### src/rtl/st_fdc_dma.sv
// Floppy-controller DMA bridge: a 16-byte FIFO between a byte-wide device port
// and a 16-bit MCU bus, with 8-word bursts and sector-count bookkeeping.
module st_fdc_dma (
  input  logic        clk32,
  input  logic        resb,
  input  logic        clk_en,
  input  logic        FCS_N,
  input  logic        RW,
  input  logic        A1,
  output logic        RDY_O,
  input  logic        RDY_I,
  input  logic [15:0] DIN,
  output logic [15:0] DOUT,
  input  logic        dev_drq,
  input  logic [7:0]  dev_din,
  output logic [7:0]  dev_dout,
  output logic        dev_ack,
  output logic        error_n
);

  typedef enum logic {S_IDLE, S_BURST} state_t;

  state_t      state_q, state_d;
  logic [15:0] mode_q, mode_d;
  logic [7:0]  sc_q, sc_d;
  logic        error_n_q, error_n_d;
  logic [3:0]  wr_ptr_q, wr_ptr_d;
  logic [3:0]  rd_ptr_q, rd_ptr_d;
  logic [4:0]  cnt_q, cnt_d;
  logic [2:0]  wc_q, wc_d;
  logic [8:0]  bc_q, bc_d;
  logic        dev_ack_q, dev_ack_d;
  logic [7:0]  dev_dout_q, dev_dout_d;
  logic [7:0]  fifo_q [16];

  logic        wr_tick, mode_wr, sc_wr, dir_chg, dir_w, sc_nz;
  logic        mcu_xfer, mcu_pop, mcu_push, dev_push, dev_pop, dev_move;
  logic [3:0]  rd_ptr1, wr_ptr1;
  logic [15:0] head_word;
  logic        unused_mode;

  assign unused_mode = ^{mode_q[15:9], mode_q[7:5], mode_q[3:0]};

  assign wr_tick  = clk_en & ~FCS_N & ~RW;
  assign mode_wr  = wr_tick & A1;
  assign sc_wr    = wr_tick & ~A1 & mode_q[4];
  assign dir_chg  = mode_wr & (DIN[8] != mode_q[8]);
  assign dir_w    = mode_q[8];
  assign sc_nz    = (sc_q != 8'd0);

  // A direction change wins over any data movement on the same tick.
  assign mcu_xfer = clk_en & (state_q == S_BURST) & ~RDY_I & ~dir_chg;
  assign mcu_pop  = mcu_xfer & ~dir_w;
  assign mcu_push = mcu_xfer & dir_w;
  assign dev_push = clk_en & dev_drq & ~dir_w & (cnt_q < 5'd16) & sc_nz
                    & ~dev_ack_q & ~dir_chg;
  assign dev_pop  = clk_en & dev_drq & dir_w & (cnt_q != 5'd0)
                    & ~dev_ack_q & ~dir_chg;
  assign dev_move = dev_push | dev_pop;

  assign rd_ptr1   = rd_ptr_q + 4'd1;
  assign wr_ptr1   = wr_ptr_q + 4'd1;
  assign head_word = {fifo_q[rd_ptr_q], fifo_q[rd_ptr1]};

  always_comb begin
    state_d    = state_q;
    mode_d     = mode_q;
    sc_d       = sc_q;
    error_n_d  = error_n_q;
    wr_ptr_d   = wr_ptr_q;
    rd_ptr_d   = rd_ptr_q;
    cnt_d      = cnt_q;
    wc_d       = wc_q;
    bc_d       = bc_q;
    dev_ack_d  = dev_ack_q;
    dev_dout_d = dev_dout_q;

    if (clk_en) begin
      dev_ack_d = dev_move;
      if (dev_pop) dev_dout_d = fifo_q[rd_ptr_q];
      if (dev_move) bc_d = bc_q + 9'd1;

      rd_ptr_d = rd_ptr_q + {2'b00, mcu_pop, 1'b0} + {3'b000, dev_pop};
      wr_ptr_d = wr_ptr_q + {2'b00, mcu_push, 1'b0} + {3'b000, dev_push};
      cnt_d    = cnt_q + {3'b000, mcu_push, 1'b0} + {4'b0000, dev_push}
                       - {3'b000, mcu_pop, 1'b0} - {4'b0000, dev_pop};

      // Byte counter wrap marks the end of one 512-byte sector.
      if (sc_wr)
        sc_d = DIN[7:0];
      else if (dev_move && (bc_q == 9'd511) && sc_nz)
        sc_d = sc_q - 8'd1;

      if (dev_drq && !sc_nz) error_n_d = 1'b0;

      case (state_q)
        S_IDLE: begin
          if ((!dir_w && (cnt_q == 5'd16)) || (dir_w && (cnt_q == 5'd0) && sc_nz))
            state_d = S_BURST;
        end
        S_BURST: begin
          if (mcu_xfer) begin
            wc_d = wc_q + 3'd1;
            if (wc_q == 3'd7) state_d = S_IDLE;
          end
        end
        default: state_d = S_IDLE;
      endcase

      if (mode_wr) mode_d = DIN;

      if (dir_chg) begin
        state_d   = S_IDLE;
        wc_d      = 3'd0;
        wr_ptr_d  = 4'd0;
        rd_ptr_d  = 4'd0;
        cnt_d     = 5'd0;
        bc_d      = 9'd0;
        error_n_d = 1'b1;
      end
    end
  end

  always_ff @(posedge clk32 or negedge resb) begin
    if (!resb) begin
      state_q    <= S_IDLE;
      mode_q     <= '0;
      sc_q       <= '0;
      error_n_q  <= 1'b1;
      wr_ptr_q   <= '0;
      rd_ptr_q   <= '0;
      cnt_q      <= '0;
      wc_q       <= '0;
      bc_q       <= '0;
      dev_ack_q  <= 1'b0;
      dev_dout_q <= '0;
    end else begin
      state_q    <= state_d;
      mode_q     <= mode_d;
      sc_q       <= sc_d;
      error_n_q  <= error_n_d;
      wr_ptr_q   <= wr_ptr_d;
      rd_ptr_q   <= rd_ptr_d;
      cnt_q      <= cnt_d;
      wc_q       <= wc_d;
      bc_q       <= bc_d;
      dev_ack_q  <= dev_ack_d;
      dev_dout_q <= dev_dout_d;
    end
  end

  // Storage is cleared on reset so DOUT reads zero until data arrives.
  always_ff @(posedge clk32 or negedge resb) begin
    if (!resb) begin
      for (int i = 0; i < 16; i++) fifo_q[i] <= '0;
    end else begin
      if (dev_push) fifo_q[wr_ptr_q] <= dev_din;
      if (mcu_push) begin
        fifo_q[wr_ptr_q] <= DIN[15:8];
        fifo_q[wr_ptr1]  <= DIN[7:0];
      end
    end
  end

  always_comb begin
    DOUT = 16'h0000;
    if (!FCS_N && RW)
      DOUT = A1 ? {13'b0, dev_drq, sc_nz, error_n_q} : {8'b0, sc_q};
    else if (!RDY_I && FCS_N)
      DOUT = head_word;
  end

  assign RDY_O    = (state_q != S_BURST);
  assign dev_ack  = dev_ack_q;
  assign dev_dout = dev_dout_q;
  assign error_n  = error_n_q;

endmodule

### config.mk
export PLATFORM = sky130hd
export DESIGN_NAME = st_fdc_dma
export DESIGN_NICKNAME = d
export VERILOG_FILES = /design/src/rtl/st_fdc_dma.sv
export SDC_FILE = /design/constraint.sdc
export NUM_CORES = 1
export LEC_CHECK = 0
export BUFFER_PORTS_ARGS = -buffer_cell sky130_fd_sc_hd__buf_2
export CAP_MARGIN = 20
export CORE_MARGIN = 3
export CORE_UTILIZATION = 30
export DETAILED_ROUTE_END_ITERATION = 10
export GPL_TIMING_DRIVEN = 0
export PLACE_DENSITY = 0.46
export REMOVE_ABC_BUFFERS = 1
export SLEW_MARGIN = 15
export SYNTH_ARGS = -nofsm -noshare
export SYNTH_HDL_FRONTEND = slang
export SYNTH_SLANG_ARGS = --single-unit
export TNS_END_PERCENT = 5
### constraint.sdc
create_clock -name clk32 -period 4.44 [get_ports clk32]
set_input_delay 0.888 -clock clk32 [delete_from_list [all_inputs] [get_ports clk32]]
set_output_delay 0.888 -clock clk32 [all_outputs]
set_load 0.02 [all_outputs]
After elaboration in Yosys (flattened, before gate mapping) --
Index checks and enable logic that the tools add are counted. Widths: inputs -> output; s select.
Storage, ports and cells: register bits after elaboration 181, logic and storage cells 149, bits of input ports 32, output and inout bits 27
Cells by class: equality and inequality tests 4, reductions and logical operators 29, mux-type cells 35, magnitude comparators 7, bitwise operators 34, $add $sub $neg 13
Operators by type and width (number):
- $bwmux 128 | 3
- $mux 128 | 2
- $mux 8 | 9
- $bmux 8 s4 | 2
- $demux 8 s4 | 2
- $mux 16 | 2
- $and 1x1->1 | 21
- $ge 5x5->1 const B | 4
- $not 4->5 | 4
- $mux 9 | 2
- $logic_and 1x1->1 | 10
- $lt 5x1->1 const B | 2
- $reduce_and 2->1 | 5
- $reduce_bool 2->1 | 5
- $add 9x1->9 const B | 1
- $eq 9x9->1 const B | 1
- $mux 3 | 3
- $add 4x1->4 | 2
- $add 4x1->4 const B | 2
- $add 4x2->4 | 2
- $mux 4 | 2
- $not 1->1 | 8
- $reduce_bool 8->1 | 1
- $sub 8x1->8 const B | 1
- other kinds (18) | 26

Depth between registers and ports, before layout --
Gate-level depths: netlist of run 1.
word-level depth 13, depth in mapped cells 17, mapped depth without buffers 16

Worst setup path before layout of run 1 --
OpenSTA, ideal clock, no wires.
path kind in2reg, start input DIN[8], end register cnt_q[4], arrival time 4.599 ns, library setup time 0.118 ns, path buffers 3, data required time 4.322 ns, setup slack -0.277 ns, cell stages on the path 17, path through buf_2 xor2_2 a2111o_1 buf_2 buf_4 nor2_2 ha_1 fa_1 inv_1 ha_1 inv_1 fa_1 nand2b_1 a21oi_1 o21ai_0 a31o_2 a21o_1
Between the ends: longest elaborated chain between the ends 10, elaborated cells on any way between the ends 13, classes of those cells 4 x add/sub; 1 x eq/ne; 1 x mux; 7 x bitwise
Ends and longest elaborated chain:
- start: declaration | line 12 | input logic [15:0] DIN,
- $ne 1x1->1 (*) | line 47 | assign dir_chg = mode_wr & (DIN[8] != mode_q[8]);
- $and 1x1->1 (*) | line 47
- $not 1->1 | line 52, 56, 58
- $and 1x1->1 | line 52 | assign mcu_xfer = clk_en & (state_q == S_BURST) & ~RDY_I & ~dir_chg;
- $and 1x1->1 | line 54 | assign mcu_push = mcu_xfer & dir_w;
- $add 5x2->5 | line 85 | cnt_d = cnt_q + {3'b000, mcu_push, 1'b0} + {4'b0000, dev_push}
- $add 5x1->5 | line 85
- $sub 5x2->5 | line 86 | - {3'b000, mcu_pop, 1'b0} - {4'b0000, dev_pop};
- $sub 5x1->5 | line 86
- $mux 5 (*) | line 112 | if (dir_chg) begin
- end signal: assignment | line 144 | cnt_q <= cnt_d;
- end: declaration | line 29 | logic [4:0] cnt_q, cnt_d;
Every way passes the cells marked *; elsewhere a longest branch is shown, timed or not. A chain may end at the register's enable or synchronous reset.

Final worst setup path of run 1 --
start input FCS_N, end output DOUT[7]
Between the ends: longest elaborated chain between the ends 3, elaborated cells on any way between the ends 5, classes of those cells 2 x mux; 3 x reduce/logical
Ends and longest elaborated chain:
- start: declaration | line 7 | input logic FCS_N,
- $logic_and 1x1->1 or $logic_not 1->1 (tied branches) | line 169, 167
- $mux 16 or $logic_and 1x1->1 (tied branches) | line 169, 167
- $mux 16 (*) | line 167 | if (!FCS_N && RW)
- end: declaration | line 13 | output logic [15:0] DOUT,
Marks and branches as above.

==> results of run 1 <==
## metrics by stage
step / instance area, um^2 / std cells
after floorplan: 13130 / 1610
after detailed placement: 14830 / 2293
after CTS: 15470 / 2326
final: 15530 / 2331
after global placement: 14170 / 2268
after global routing: 15520 / 2330
## cells by family after synthesis
| group | count (synthesis) | share of synthesized area |
|---|---|---|
| flops | 174 | 0.3133 |
| compound gates | 349 | 0.1568 |
| simple gates | 910 | 0.2950 |
| fa+ha+maj | 21 | 0.02106 |
| mux | 117 | 0.1427 |
| xor+xnor | 13 | 0.008732 |
| buf+inv | 216 | 0.06238 |
## cells in the final DEF (no fill, tap or decap), drive strengths merged, types with 6 or more instances in the layout
cell type / synthesis / final
nand2: 514 / 514
nor2: 275 / 275
a31oi: 224 / 224
dfrtp: 173 / 173
buf: 49 / 88
mux4: 64 / 64
a21oi: 59 / 59
mux2i: 44 / 44
inv: 26 / 27
clkbuf: 141 / 22
nor4: 20 / 20
or4: 19 / 19
o21ai: 18 / 18
ha: 17 / 17
a22oi: 16 / 16
and2: 11 / 11
or3: 9 / 9
mux2: 9 / 9
nor4bb: 7 / 7
xnor2: 7 / 7
nand2b: 6 / 6
nand3: 6 / 6
a211o: 6 / 6
nand4bb: 6 / 6
or4b: 6 / 6
xor2: 6 / 6
## metal layers
layer / part of all wire / vias to the layer above
met5: 0 / -
met4: 0.034 / 0
met3: 0.069 / 114
met2: 0.46 / 563
met1: 0.44 / 6812
li1: - / 6158
## power by group through the flow
stage	clock network, W	registers, W	logic [W]
finish	0.00171	0.00331	0.00562
global route	0.00181	0.00340	0.00613
CTS	0.00174	0.00327	0.00559
global placement	0	0.00337	0.00514
floorplan	0	0.00302	0.00379
detailed placement	0	0.00330	0.00556
## flip-flops by register name (all words and copies together), names as in the netlist, 2 cells and up
register,flops
rd_ptr_q,4
sc_q,8
fifo_q,128
dev_dout,8
wc_q,3
mode_q,2
cnt_q,5
wr_ptr_q,4
bc_q,9
## synthesized netlist by cell type, types with 7 or more instances
cell | n | area (um^2)
xnor2_1 | 7 | 61.31
nor4bb_1 | 7 | 70.07
mux2i_1 | 44 | 440.4
nor2_1 | 274 | 1028
buf_1 | 23 | 86.33
ha_1 | 17 | 212.7
and2_1 | 11 | 68.82
nor4_4 | 15 | 319.1
or4_1 | 19 | 142.6
inv_1 | 26 | 97.59
clkbuf_1 | 139 | 521.8
nand2_1 | 514 | 1929
or3_1 | 9 | 56.30
o21ai_0 | 18 | 90.09
a31oi_1 | 224 | 1401
buf_2 | 22 | 110.1
a22oi_1 | 16 | 120.1
mux4_2 | 64 | 1441
dfrtp_1 | 173 | 4329
mux2_2 | 9 | 101.4
a21oi_1 | 59 | 295.3
## worst max-delay path: stages
cell	delay, ns
buf_2	0.12
nor2b_1	0.90
nand2b_1	0.59
a21oi_1	0.56
a211o_1	0.24
buf_2	0.19
## how the worst min path moves through the flow
stage                     slack (ns)           to  startpoint  cells past startpoint
final                           0.23  rd_ptr_q[0]        resb                      1
after CTS                       0.21  rd_ptr_q[0]        resb                      1
after global placement          0.46      bc_q[3]     bc_q[3]                      1
after global routing            0.21  rd_ptr_q[0]        resb                      1
after floorplan                 0.44      bc_q[3]     bc_q[3]                      1
after detailed placement        0.47      bc_q[3]     bc_q[3]                      1
## repair_timing
item / CTS / global route
endpoints found under the setup margin: 3 / 2
gates cloned: 0 / 0
gates resized for setup: 2 / 0
buffers inserted: 1 / 2
pin swaps: 2 / 1
## layout make-up
class	count	area, um^2	share of cell area
Multi-Input combinational cell	1410	8874	0.5715
Timing Repair Buffer	88	813.3	0.05238
Tap cell	600	750.7	0.04835
Clock buffer	22	464.2	0.02990
Antenna cell	1	2.502	0.0001612
Sequential cell	174	4365	0.2811
Clock inverter	10	160.2	0.01031
Inverter	26	97.59	0.006285
==> impl_metrics.json, run 1 <==
{
  "cp_data_required_time_ns": 3.55,
  "start_kind": "input pin",
  "gr-max-usage-layer": "met2",
  "whs_ns": 0.2273,
  "synthArstFlopShare": 1.000,
  "p_switching_w": 0.004869,
  "start_util": 0.3050,
  "grt_max_degree": 85,
  "slew_headroom": 0.2371,
  "vias": 13650,
  "endpoint_kind": "output pin",
  "drtPass1Iterations": 6,
  "port_buffers": 58,
  "rr_worst_depth": 13,
  "rsz0062_at_grt": "true",
  "clkPwrFrac": 0.161,
  "clock_path_buffers": 2,
  "post-dp-hpwl_mm": 37.52,
  "p_sw_frac": 0.4575,
  "synth_cells": 1800,
  "fin_crit_sh": 0.9896,
  "via_per_inst": 5.855,
  "r2r-end": "cnt_q[4]",
  "cp_max_fo": 10,
  "synthesis.area_mm2": 0.01390,
  "core_mm2": 0.04558,
  "finalPower_w": 0.01064,
  "finalSetupTns_ns": 0,
  "worstMarginPinSlew_ns": 1.142,
  "antenna_found_initial": 1,
  "numCtsBuffers": 17,
  "synth_ff_type": "dfrtp_1",
  "yosysSeqAreaShare": 0.3133,
  "clock-sinks": 174,
  "routed_wirelength_mm": 56.94,
  "nFillCells": 4690,
  "p_int_w": 0.005773,
  "power_frac_comb": 0.529,
  "final_max_slew_viol_count": 0,
  "met3_usage": 0.04325,
  "grt_pass1_wl_mm": 85.93,
  "die_area_mm2": 0.04895,
  "power_frac_seq": 0.311,
  "num_rows": 78,
  "min_path_type": "input pin to asynchronous set/reset pin",
  "clk_latency_ns": 0.47,
  "area_growth_pct": 11.71,
  "fin_ws_ns": 0.04609,
  "r2r_start": "mode_q[8]",
  "synth_seq_cells": 174,
  "ctsHoldBuffers": 0,
  "ys_warn_count": 0,
  "peakVddDrop_uv": 340.9,
  "status": "complete, no violations",
  "cp_data_arrival_time_ns": 3.51,
  "htreeDepth": 4,
  "root_buffer": "clkbuf_16",
  "setup_violations": 0,
  "hold_viol_final": 0,
  "ys_types": 65,
  "powerDensity_mw_per_mm2": 685.4,
  "critPathLaunch": "FCS_N",
  "tritoncts": "built",
  "nNetsFinal": 1770,
  "reg2reg_slack_ns": 0.44,
  "wl_per_cell_um": 24.43,
  "first_global_vias": 13000,
  "worstSetupEndpoint": "DOUT[7]",
  "fin_util": 0.3407,
  "clock.fmax_mhz": 227.6,
  "die_w_um": 221.3,
  "dieHeight_um": 221.3,
  "grtUsageTotal": 0.2300,
  "ant_nets": 0,
  "pre_cts_slack_ns": -1.162,
  "period_minus_slack_ns": 4.394,
  "pin_count": 59,
  "initialDrtViolationCount": 1391,
  "clk_pin_slew_worst_paths_ns": 0.07,
  "overflow": 0,
  "cap_violations": 0,
  "drc": 0,
  "gp_congestion": 0.8271,
  "met2_usage": 0.3581,
  "final_layout_size_suffix_gt1_frac": 0.1428,
  "worst_clock_skew_ns": 0.01210,
  "synth-edff-count": 0,
  "synth_area_per_cell_um2": 7.722,
  "setup.worst_path.class": "input pin to output pin",
  "grt_use_met1": 0.3177,
  "power.leakage_nw": 6.561
}
No activity file was read; power rests on OpenSTA's default activity.
==> inputs of run 2 (changes only) <==
==> config.mk (replaced) <==
export PLATFORM = sky130hd
export DESIGN_NAME = st_fdc_dma
export DESIGN_NICKNAME = d
export VERILOG_FILES = /design/src/rtl/st_fdc_dma.sv
export SDC_FILE = /design/constraint.sdc
export NUM_CORES = 1
export LEC_CHECK = 0
export CAP_MARGIN = 20
export CORE_MARGIN = 3
export CORE_UTILIZATION = 30
export DETAILED_ROUTE_END_ITERATION = 10
export DONT_BUFFER_PORTS = 1
export GPL_TIMING_DRIVEN = 0
export PLACE_DENSITY = 0.45
export REMOVE_ABC_BUFFERS = 1
export SYNTH_ARGS = -nofsm -noshare
export SYNTH_HDL_FRONTEND = slang
export SYNTH_SLANG_ARGS = --single-unit
export TNS_END_PERCENT = 5
==> run 2 against run 1 <==
Effect of this change:
- non-clock buffer count down 49
- clock power decreased by 4%
- sequential share of layout area rose by 0.45 points
- hold slack worse by 0.086 ns
- core utilization is 0.55 points lower
- fmax is 3.7% higher
- sequential cell count is the same
- routed wire length rose by 0.45%
- clock skew grew 0.0060 ns
- critical path type is now flip-flop to output pin
- largest cell class unchanged
==> impl_metrics.json, run 2 (same netlist as run 1, synthesis figures left out) <==
{
  "start_util": 0.3050,
  "first_global_vias": 12480,
  "vias": 13390,
  "routed_wirelength_mm": 57.19,
  "layout_commonest_cell": "nand2_1",
  "area_growth_pct": 9.902,
  "min_path_type": "input pin to asynchronous set/reset pin",
  "drc": 0,
  "die_area_mm2": 0.04895,
  "worst_clock_skew_ns": 0.01814,
  "grt_pass1_wl_mm": 84.92,
  "clock-sinks": 174,
  "nNetsFinal": 1721,
  "setup.worst_path.class": "flip-flop to output pin",
  "stdcell_area_mm2": 0.01528,
  "endpoint_kind": "output pin",
  "cap_violations": 0,
  "clock_path_buffers": 2,
  "port_buffers": 0,
  "final_max_slew_viol_count": 0,
  "root_buffer": "clkbuf_16",
  "largest_reg_flops": 128,
  "fin_crit_sh": 0.9547,
  "peakVddDrop_uv": 361.5,
  "nFillCells": 4707,
  "cp_max_fo": 58,
  "final_layout_size_suffix_gt1_frac": 0.1154,
  "regMostFlops": "fifo_q",
  "numCtsBuffers": 17,
  "antenna_found_initial": 0,
  "slew_headroom": 0.2374,
  "drtPass1Iterations": 5,
  "core_mm2": 0.04558,
  "layout_common_cells": "513 x nand2_1, 274 x nor2_1, 224 x a31oi_1",
  "powerDensity_mw_per_mm2": 679.5,
  "reg2reg_slack_ns": 0.23,
  "clock.fmax_mhz": 235.9,
  "hold_viol_final": 0,
  "ant_nets": 0,
  "tritoncts": "built",
  "power.leakage_nw": 6.366,
  "via_per_inst": 5.867,
  "finalSetupTns_ns": 0,
  "setup_violations": 0,
  "num_rows": 78,
  "pin_count": 59,
  "gp_congestion": 0.8404,
  "clk_pin_slew_worst_paths_ns": 0.08,
  "grtUsageTotal": 0.2296,
  "reg_top3": "fifo_q: 128 flops, bc_q: 9 flops",
  "initialDrtViolationCount": 1363,
  "post-dp-hpwl_mm": 37.33,
  "grt_max_degree": 175,
  "dieHeight_um": 221.3,
  "cp_data_arrival_time_ns": 3.35,
  "wl_per_cell_um": 25.06,
  "status": "complete, no violations",
  "rsz0062_at_grt": "false",
  "die_w_um": 221.3,
  "clk_latency_ns": 0.47,
  "cp_data_required_time_ns": 3.55,
  "worstMarginPinSlew_ns": 1.141,
  "start_kind": "flip-flop",
  "overflow": 0,
  "period_minus_slack_ns": 4.239,
  "htreeDepth": 4,
  "ctsHoldBuffers": 0,
  "placed_cell_area_mm2": 0.01449
}
-- run 2: critical path, stage by stage (launching register included) --
cell,delay (ns)
dfrtp_4,0.59
buf_16,0.27
ha_4,0.34
buf_12,0.21
mux4_2,0.55
mux2i_1,0.31
o22a_1,0.27
o21ai_0,0.30
-- run 2: path summary, 6_finish.rpt --
| path | from | cells after the start | endpoint |
|---|---|---|---|
| max | rd_ptr_q[0] | 7 | DOUT[0] |
| min | resb | 0 | cnt_q[3] |
| max reg2reg | mode_q[8] | 14 | cnt_q[4] |
| min reg2reg | bc_q[5] | 1 | bc_q[5] |
| max in group asynchronous | resb | 0 | fifo_q[78] |
| min in group clk32 | bc_q[5] | 1 | bc_q[5] |
-- run 2: cell type report --
class | instances | area (um^2) | share of cell area
diodes | 1 | 2.502 | 0.0001638
clock buffers | 19 | 452.9 | 0.02965
clock inverters | 13 | 152.6 | 0.009993
inverters | 26 | 97.59 | 0.006389
multi-input cells | 1410 | 8808 | 0.5766
flip-flops and latches | 174 | 4364 | 0.2857
well taps | 600 | 750.7 | 0.04914
repair buffers | 39 | 646.9 | 0.04235
-- run 2: per-stage QoR --
stage	total power (W)	hold slack, ns	setup slack [ns]	utilization	std cells
global placement	0.008237	0.4627	-5.370	0.3046	2210
global route	0.01111	0.09839	0.01854	0.3351	2281
detailed placement	0.008575	0.4656	-0.7039	0.3179	2240
finish	0.01038	0.1417	0.2013	0.3352	2282
CTS	0.01027	0.1096	0.001186	0.3318	2273
floorplan	0.006812	0.4367	-2.558	-	1610
-- run 2: repair_timing --
item                                    CTS  global route
endpoints found under the setup margin   10             3
pin swaps                                 1             2
gates cloned                              0             0
gates resized for setup                   3             2
buffers inserted                          1             3
-- run 2: power by group --
part,switching (W),internal (W),total [W]
clock,0.000777,0.000872,0.00165
combinational,0.00301,0.00254,0.00555
sequential,0.000922,0.00226,0.00318
total,0.00471,0.00567,0.0104
-- run 2: per-layer routing --
metal	track usage	vias to the layer above	wire length, um
met2	0.3655	539	26370
met4	0.07374	0	1681
li1	-	6050	-
met3	0.05996	84	4722
met5	0	-	0
met1	0.3053	6715	24420
==> inputs of run 3 (changes only) <==
--- a/config.mk
+++ b/config.mk
@@ -5,6 +5,7 @@
 export SDC_FILE = /design/constraint.sdc
 export NUM_CORES = 1
 export LEC_CHECK = 0
+export ABC_AREA = 1
 export CAP_MARGIN = 20
 export CORE_MARGIN = 3
 export CORE_UTILIZATION = 30
==> run 3 against run 2 <==
Effect of this change:
- synthesized area grew 11%
- critical path depth grew 4
- worst setup slack lost 0.013 ns
- synthesized cell count grew 50%
- clock power grew 13%
- design area grew 9.7%
- critical path type unchanged
- clock skew is essentially flat
- routed wire length grew 8.4%
- final cell count grew 41%
- combinational power grew 3%
==> impl_metrics.json, run 3 <==
{
  "port_buffers": 0,
  "tritoncts": "built",
  "synth_seq_cells": 174,
  "via_per_inst": 5.197,
  "synth_ff_type": "dfrtp_1",
  "fin_util": 0.3326,
  "r2r_start": "cnt_q[2]",
  "cp_data_arrival_time_ns": 3.36,
  "cp_max_fo": 81,
  "hold_viol_final": 0,
  "synth-edff-count": 0,
  "routed_wirelength_mm": 62.00,
  "drtPass1Iterations": 6,
  "endpoint_kind": "output pin",
  "rr_worst_depth": 14,
  "finalPower_w": 0.01019,
  "antenna_found_initial": 1,
  "fin_crit_sh": 0.9575,
  "yosysSeqAreaShare": 0.2832,
  "clock.fmax_mhz": 235.2,
  "synth_area_per_cell_um2": 5.711,
  "power.leakage_nw": 8.177,
  "grt_pass1_wl_mm": 94.62,
  "whs_ns": 0.08707,
  "peakVddDrop_uv": 424.1,
  "layout_commonest_cell": "nand2_1",
  "gp_congestion": 0.7791,
  "clk_latency_ns": 0.51,
  "vias": 16780,
  "numCtsBuffers": 17,
  "rsz0062_at_grt": "false",
  "post-dp-hpwl_mm": 35.68,
  "yosys.area.top_type": "nand2_1",
  "overflow": 0,
  "worstMarginPinSlew_ns": 1.133,
  "start_util": 0.3053,
  "clock_path_buffers": 2,
  "synthArstFlopShare": 1.000,
  "synth_most_common_cell": "nand2_1",
  "fin_ws_ns": 0.1888,
  "synthTopCellsByArea": "nand2_1 33%, dfrtp_1 28%, o21ai_0 15%, nand3_1 5.2%, inv_1 3.9%",
  "wl_per_cell_um": 19.20,
  "regMostFlops": "fifo_q",
  "reg2reg_slack_ns": 0.32,
  "ys_types": 34,
  "slew_headroom": 0.2416,
  "cap_violations": 0,
  "drc": 0,
  "status": "complete, no violations",
  "ant_nets": 0,
  "period_minus_slack_ns": 4.251,
  "first_global_vias": 15970,
  "grtUsageTotal": 0.2322,
  "num_rows": 82,
  "r2r-end": "cnt_q[4]",
  "final_max_slew_viol_count": 0,
  "layout_common_cells": "1346 x nand2_1, 449 x o21ai_0, 171 x dfrtp_1",
  "final_layout_size_suffix_gt1_frac": 0.04225,
  "core_mm2": 0.05038,
  "reg_top3": "fifo_q: 128 flops, bc_q: 9 flops",
  "setup.worst_path.class": "flip-flop to output pin",
  "cp_data_required_time_ns": 3.55,
  "yosysTopAreaCellShare": 0.3331,
  "nNetsFinal": 2596,
  "clock-sinks": 174,
  "min_path_type": "input pin to asynchronous set/reset pin",
  "pre_cts_slack_ns": -0.2644,
  "final_cells": 3229,
  "dieHeight_um": 232.4,
  "dp.cells": 3191,
  "synth_cells": 2693,
  "pin_count": 59,
  "htreeDepth": 4,
  "worst_clock_skew_ns": 0.01784,
  "nFillCells": 5504,
  "powerDensity_mw_per_mm2": 608.3,
  "clk_pin_slew_worst_paths_ns": 0.07,
  "die_area_mm2": 0.05402,
  "initialDrtViolationCount": 1372,
  "netlist_top_cells_count": "1365 x nand2_1, 449 x o21ai_0, 173 x dfrtp_1, 160 x inv_1, 159 x nand3_1",
  "area_growth_pct": 8.949,
  "largest_reg_flops": 128,
  "grt_max_degree": 175,
  "ys_warn_count": 0,
  "setup_violations": 0,
  "synthesis.area_mm2": 0.01538,
  "start_kind": "flip-flop",
  "die_w_um": 232.4,
  "root_buffer": "clkbuf_16"
}
## run 3: changes by cell type after synthesis, moves of 52 or more
cell	before	now
nand2_1	514	1365
o21ai_0	18	449
nor2_1	274	35
a31oi_1	224	0
nand3_1	6	159
inv_1	26	160
mux4_2	64	0
o211ai_1	2	54
## run 3: final cells by class
type | instances | area, um^2 | area share
repair buffers | 28 | 611.8 | 0.03651
well taps | 672 | 840.8 | 0.05018
clock buffers | 19 | 442.9 | 0.02643
flip-flops and latches | 174 | 4360 | 0.2602
clock inverters | 13 | 236.5 | 0.01411
diodes | 1 | 2.502 | 0.0001493
inverters | 168 | 653.1 | 0.03898
multi-input cells | 2154 | 9608 | 0.5734
## run 3: how the worst max path moves through the flow
stage | from | endpoint
detailed placement | rd_ptr_q[0] | DOUT[7]
global placement | rd_ptr_q[0] | DOUT[1]
finish | rd_ptr_q[0] | DOUT[6]
global route | rd_ptr_q[0] | DOUT[12]
CTS | rd_ptr_q[0] | DOUT[1]
floorplan | rd_ptr_q[0] | DOUT[15]
## run 3: cell families after synthesis
family,synth area share
XOR/XNOR,0.008054
AND/OR/NAND/NOR,0.4055
flip-flops,0.2832
buffers and inverters,0.09868
adder cells (fa/ha/maj),0.01904
AO/OA/AOI/OAI,0.1855
## run 3: power by group
group | leakage [nW] | total [W] | internal (W) | switching [W]
combinational | 5.52 | 0.00569 | 0.00184 | 0.00384
clock | 0.316 | 0.00186 | 0.00107 | 0.000792
sequential | 2.34 | 0.00264 | 0.00206 | 0.000587
## run 3: worst max-delay path, cell delays in order (launching register included)
cell	delay (ns)
dfrtp_4	0.62
buf_16	0.30
buf_16	0.31
ha_4	0.36
buf_16	0.22
inv_12	0.20
o211ai_1	0.13
nand3_1	0.11
nand3_1	0.08
nand2_1	0.09
nand2_1	0.07
nand2_1	0.31
## run 3: through the flow
stage / TNS [ns] / cell area, um^2
floorplan: -48.96 / 14490
detailed placement: -1.742 / 15950
CTS: 0 / 16710
global placement: -656.63 / 15330
finish: 0 / 16760
global route: 0 / 16750
## run 3: what timing repair did
action,4_1_cts,5_1_grt
hold buffers,0,0
pin swaps,1,1
cloned,0,0
endpoints found under the setup margin,16,9
buffers inserted,3,2
resized for setup,8,5
## run 3: routing by layer
layer  GRT usage  vias to the layer above  wire length, um
met5           0                        -                0
li1            -                     8290                -
met4      0.1036                        0             2206
met1      0.2903                     7859            26860
met3     0.04677                      113             4030
met2      0.3863                      519            28900
